**config.mk**
```make
export PLATFORM = sky130hd
export DESIGN_NAME = ram_spi
export DESIGN_NICKNAME = d
export VERILOG_FILES = /design/src/rtl/ram_spi_pkg.sv /design/src/rtl/ram_spi.sv
export SDC_FILE = /design/constraint.sdc
export NUM_CORES = 2
export LEC_CHECK = 0
export BUFFER_PORTS_ARGS = -buffer_cell sky130_fd_sc_hd__clkbuf_2
export CORE_MARGIN = 2
export CORE_UTILIZATION = 59
export CTS_BUF_LIST = sky130_fd_sc_hd__clkbuf_8
export DETAILED_ROUTE_END_ITERATION = 8
export GPL_ROUTABILITY_DRIVEN = 0
export PLACE_DENSITY = 0.78
export SLEW_MARGIN = 20
export SYNTH_ARGS = -nofsm -noshare
export SYNTH_HDL_FRONTEND = slang
export SYNTH_SLANG_ARGS = --single-unit
export TNS_END_PERCENT = 100
```
**constraint.sdc**
```tcl
create_clock -name clk -period 2.47 [get_ports clk]
set_clock_uncertainty 0.05 [all_clocks]
set_input_delay 0.1235 -clock clk [delete_from_list [all_inputs] [get_ports clk]]
set_output_delay 0.1235 -clock clk [all_outputs]
set_load 0.05 [all_outputs]
```
**src/rtl/ram_spi_pkg.sv**
```systemverilog
// Shared command encoding for the SPI-facing single-port RAM.
package ram_spi_pkg;

    localparam int unsigned OP_W = 2;

    typedef enum logic [OP_W-1:0] {
        OP_WR_ADDR = 2'b00,
        OP_WR_DATA = 2'b01,
        OP_RD_ADDR = 2'b10,
        OP_RD_DATA = 2'b11
    } op_e;

endpackage

```
**src/rtl/ram_spi.sv**
```systemverilog
// Command-driven RAM: separate write/read address registers, registered read data
// with a valid flag that holds until the next accepted command.
module ram_spi
    import ram_spi_pkg::*;
#(
    parameter int unsigned MEM_DEPTH = 256,
    parameter int unsigned ADDR_SIZE = 8
) (
    input  logic [ADDR_SIZE+1:0] din,
    input  logic                 rx_valid,
    input  logic                 clk,
    input  logic                 rst_n,
    output logic [ADDR_SIZE-1:0] dout,
    output logic                 tx_valid
);

    logic [ADDR_SIZE-1:0] mem [MEM_DEPTH];
    logic [ADDR_SIZE-1:0] wr_addr;
    logic [ADDR_SIZE-1:0] rd_addr;
    logic [ADDR_SIZE-1:0] payload;
    op_e                  op;

    assign op      = op_e'(din[ADDR_SIZE+1:ADDR_SIZE]);
    assign payload = din[ADDR_SIZE-1:0];

    // Address registers and read port; mem itself is deliberately not reset.
    always_ff @(posedge clk or negedge rst_n) begin
        if (!rst_n) begin
            wr_addr  <= '0;
            rd_addr  <= '0;
            dout     <= '0;
            tx_valid <= 1'b0;
        end else if (rx_valid) begin
            case (op)
                OP_WR_ADDR: begin
                    wr_addr  <= payload;
                    tx_valid <= 1'b0;
                end
                OP_WR_DATA: begin
                    tx_valid <= 1'b0;
                end
                OP_RD_ADDR: begin
                    rd_addr  <= payload;
                    tx_valid <= 1'b0;
                end
                OP_RD_DATA: begin
                    dout     <= mem[rd_addr];
                    tx_valid <= 1'b1;
                end
            endcase
        end
    end

    // Storage write port
    always_ff @(posedge clk) begin
        if (rx_valid && op == OP_WR_DATA) begin
            mem[wr_addr] <= payload;
        end
    end

endmodule

```
# Yosys cells after proc, flatten, opt, wreduce, memory -nomap -nowiden
# Memories as Yosys holds them, arrays and structs flattened. A register that Yosys moved wholly into a read port is not among the register bits.
# Cells that the tools add are included.
# totals
register_bits,17
latch_bits,0
mem_bits_rw,2048
romBits,0
in_bits,13
output_inout_bits,9
elab_cells,17
n_memories,1
# mem_list
memory,depth,width,read_ports,rd_clocked_by_memory_dff,write_ports,line_no,rtl
mem,256,8,1,1,1,ram_spi.sv:17,logic [ADDR_SIZE-1:0] mem [MEM_DEPTH];
# op_classes
n_addsub,0
mul,0
div,0
n_lt_le_gt_ge,0
n_eq_ne,3
n_shift,0
n_mux,3
bitwise_logic,0
n_reduce_logical,7
# ops
cell,count
2-bit AND reduction,3
"2-bit == test, second input constant",2
3-bit OR reduction,1
"2-bit by 1-bit == test with 1-bit output, second input constant",1
2-bit logical NOT,1
1-bit 2-to-1 mux,2
1-bit one-hot mux with 2 select lines,1
1-bit logical AND,1
1-bit logical NOT,1

# Depth between registers and ports, before layout
# logic_depth
ltp_word,4
depth_mapped,13

# Worst setup path after synthesis
# No wires, ideal clock.
# synth_timing
path_type,reg-to-reg
from,register rd_addr[0]
to,"register dout[3], read port of mem"
t_arrival_ns,2.208
slack_ns,0.088
path_stages_with_launch,11
period_less_slack_ns,2.382
cell_sequence,dfrtp_1 -> buf_6 -> buf_8 -> buf_6 -> buf_2 -> mux4_2 -> a211oi_1 -> o21ai_0 -> nand4_1 -> nor3_1 -> a211o_1
# synth_lines
item,line_no,rtl
start: declaration,ram_spi.sv:19,logic [ADDR_SIZE-1:0] rd_addr;
start signal: assignment,ram_spi.sv:43,rd_addr <= payload;
end: declaration,ram_spi.sv:13,"output logic [ADDR_SIZE-1:0] dout,"

==> results by group <==
Route
  – Antenna Nets Post-Route: 0
  – Vias per Instance: 6.646
  – DRT iter0 DRCs: 7,646
  – DRT Pass-1 Iters: 6
  – Residual DRC: 0
  – Vias: 47,130
  – Drt total wl: 226,300 um
  – WL/cell: 31.91 um

Setup path
  – Worst-path maximum fanout: 6
  – Setup crit start kind: flip-flop
  – R2R cell count: 10
  – Critical path cell sequence: buf_16 > buf_12 > buf_4 > mux4_2 > and2_1 > a211oi_4 > nor4_4 > nand4_1 > a2bb2oi_2 > o41ai_2
  – Worst EP required: 3.35 ns
  – Crit path DAT: 3.81 ns
  – Worst r2r src: rd_addr[0]$_DFFE_PN0P_
  – CP endpoint kind: flip-flop
  – Crit Path Category: reg2reg
  – R2R Setup Slk: -0.45 ns
  – CP max-delay cell: dfrtp_4
  – CP bufs+invs: 3
  – Crit path largest cell delay: 0.54 ns
  – Reg-to-Reg End: dout[6]$_DFFE_PN0P_
  – Top Family by Delay on Critical Path: simple AND/OR/NAND/NOR gates

Clock tree
  – Clock transition at the registers of the reported paths: 0.06 ns
  – Worst-skew pair later-pin latency: 1.05 ns
  – CTS sink cnt: 2,073
  – Deepest clock path buffer count: 4
  – Num CTS Buffers: 331
  – Root buf cell: clkbuf_8
  – CTS tree: yes
  – H-Tree Depth: 5

Floorplanning
  – Initial Util: 0.5965
  – Die ar.: 0.1403 sq mm
  – Cell row count: 135
  – Core area: 0.1358 sq mm
  – DIE HEIGHT: 374.5 um
  – Io pins: 22
  – Die width: 374.5 um

STA
  – Crit path time final: 2.925 ns
  – RSZ-0062 raised after global routing: yes
  – Setup ws final: -0.4546 ns
  – Finish-stage setup viols: 8
  – Final Max Tran Viols: 0
  – TNS Setup: -3.449 ns
  – Fin. Hold Viols: 0
  – Slew @ Worst Pin: 1.048 ns
  – Worst rel slew slack: 0.3015
  – Max Clk Rate: 341.9 MHz
  – Post-route clock period utilization: 1.184

Synth
  – Yosys Warn Count: 0
  – Post-synth EDFFs: 2,048
  – Flops & latches, synth: 2,073
  – Syn Nets: 4,108
  – Post-synth top area share: 0.7592
  – Cells after Synth: 4,095
  – Top post-synthesis cells by count: edfxtp_1 (2,048), mux4_2 (342), mux2i_1 (332)
  – Yosys top cell by area: edfxtp_1
  – Syn Std Cell Area: 0.08101 sq mm
  – Synth Flop Type: edfxtp_1
  – Syn avg cell area: 19.78 sq um
  – Synth unique cells: 66
  – Sequential area share after synthesis: 0.7669
  – Most area-consuming cells after synthesis: edfxtp_1 (76%), mux4_2 (9.5%), mux2i_1 (4.1%), nor2_1 (1.3%), o22ai_1 (0.90%)
  – Asr flop ratio synth: 0.01206
  – Most frequent cell after synthesis: edfxtp_1

Run
  – Maxcap violations: 0

Power
  – Part of the power in registers: 0.485
  – Clock share of power: 0.330
  – Internal power: 58.89 mW
  – Max VDD drop: 0.6537 mV
  – Sw power: 21.81 mW
  – Static Leak: 33.13 nW
  – Sw frac: 0.2702
  – Pwr Density: 828.9 mW/mm^2
  – Comb pwr share: 0.185

GRT
  – First-pass GRT wire length: 319,500 um
  – Gr ovfl total: 0
  – Initial antenna violation count: 8
  – Largest net degree at the start of global routing: 119
  – Vias in the first global route: 47,260
  – Overall routing resource usage: 0.3182

Finish
  – Post-synthesis to final-layout area growth: 20.18%
  – Proportion of layout cells with a drive suffix above 1: 0.3515
  – Post-layout util: 0.7169
  – Layout Nets: 5,093

Worst hold path
  – Worst Hold Endpoint: mem[81][3]$_DFFE_PP_
  – Hold Path Class: in2reg
  – Hold_sp: din[3]
  – Hold Path Depth: 2

Outcome
  – Failing checks: setup timing
  – Outcome: complete, but fails checks

Placed design
  – Post-DP HPWL: 138,800 um
  – # port buffers: 21
==> routing by layer <==
metal  up-vias  GRT usage  wire (um)
li1      18850          -          -
met1     23760     0.4236      76150
met5         -          0        202
met3       716    0.08952      31480
met2      3796     0.4901     106100
met4        10     0.1548      12410
==> flip-flops by register name (all words and copies together) (netlist names) <==
name,cells
mem,2048
tx_valid,1
rd_addr,8
wr_addr,8
dout,8
==> area by class of cell <==
type / instances / area [sq um]
Antenna cell: 3 / 7.507
Clock buffer: 342 / 4707
Clock inverter: 219 / 1085
Fill cell: 7435 / 38450
Inverter: 6 / 25.02
Multi-Input combinational cell: 1767 / 18700
Sequential cell: 2073 / 62140
Tap cell: 1781 / 2228
Timing Repair Buffer: 901 / 8463
==> placed cells by master (no fill, tap or decap), drive strengths merged, types with 14 or more instances in the layout <==
master	Yosys	layout
a21oi	51	51
inv	4	116
edfxtp	2048	2048
a31oi	14	14
o221ai	63	63
nor3	24	24
a2111oi	18	18
clkbuf	119	369
mux2i	332	332
nand2	185	185
dfrtp	25	25
a211oi	27	27
mux2	29	29
buf	130	855
o21ai	46	46
nor2	290	290
nand3	48	48
clkinv	2	95
mux4	350	350
a22oi	27	27
o22ai	116	116
dlygate4sd3	0	15
nand4	21	21
==> power by group through the flow <==
stage / registers, mW / clock network, mW / logic, mW
after detailed placement: 39.8 / 0 / 12.3
after global routing: 39.1 / 28.2 / 15.3
after floorplan: 39.8 / 0 / 6.82
after CTS: 39.1 / 26.6 / 13.9
final: 39.2 / 26.6 / 14.9
after global placement: 39.8 / 0 / 12.1
==> what timing repair did <==
item	CTS	global route
setup endpoints to repair	8	8
gates resized for setup	227	146
hold endpoints to repair	1539	0
buffers inserted	53	29
hold buffers	16	0
pin swaps	56	52
cloned	15	5
==> worst max path at each step <==
stage,startpoint,end,slack (ns),cells after the start
2_1_floorplan,rd_addr[0]$_DFFE_PN0P_,dout[3]$_DFFE_PN0P_,0.09,10
3_3_place_gp,rd_addr[1]$_DFFE_PN0P_,dout[3]$_DFFE_PN0P_,-1.14,10
3_5_place_dp,rd_addr[1]$_DFFE_PN0P_,dout[3]$_DFFE_PN0P_,-1.10,10
4_1_cts,rd_addr[0]$_DFFE_PN0P_,dout[1]$_DFFE_PN0P_,-0.39,11
5_1_grt,rd_addr[1]$_DFFE_PN0P_,dout[6]$_DFFE_PN0P_,-0.46,9
6_report,rd_addr[0]$_DFFE_PN0P_,dout[6]$_DFFE_PN0P_,-0.45,10
==> per-stage QoR <==
stage / hold WS, ns / cell area, sq um / power [mW] / setup WS (ns) / cells
after floorplan: -0.2221 / 81010 / 46.67 / 0.08757 / 4095
after global placement: 0.1906 / 88460 / 51.92 / -1.135 / 6420
after detailed placement: 0.2202 / 88460 / 52.16 / -1.100 / 6420
after CTS: 0.04932 / 96420 / 79.61 / -0.3851 / 7064
after global routing: 0.06613 / 97350 / 82.65 / -0.4556 / 7090
final: 0.08744 / 97350 / 80.69 / -0.4546 / 7092
==> cell families (layout without fill, tap and decap cells) <==
logic type	count (synthesis)	in the layout	synth area share
DFF	2073	2073	0.7669
and+or+nand+nor	631	631	0.03338
other	0	3	0
AOI/OAI and AO/OA	425	425	0.03688
muxes	711	711	0.1427
buffers and inverters	255	1468	0.02009
No activity file was read; power rests on OpenSTA's default activity.
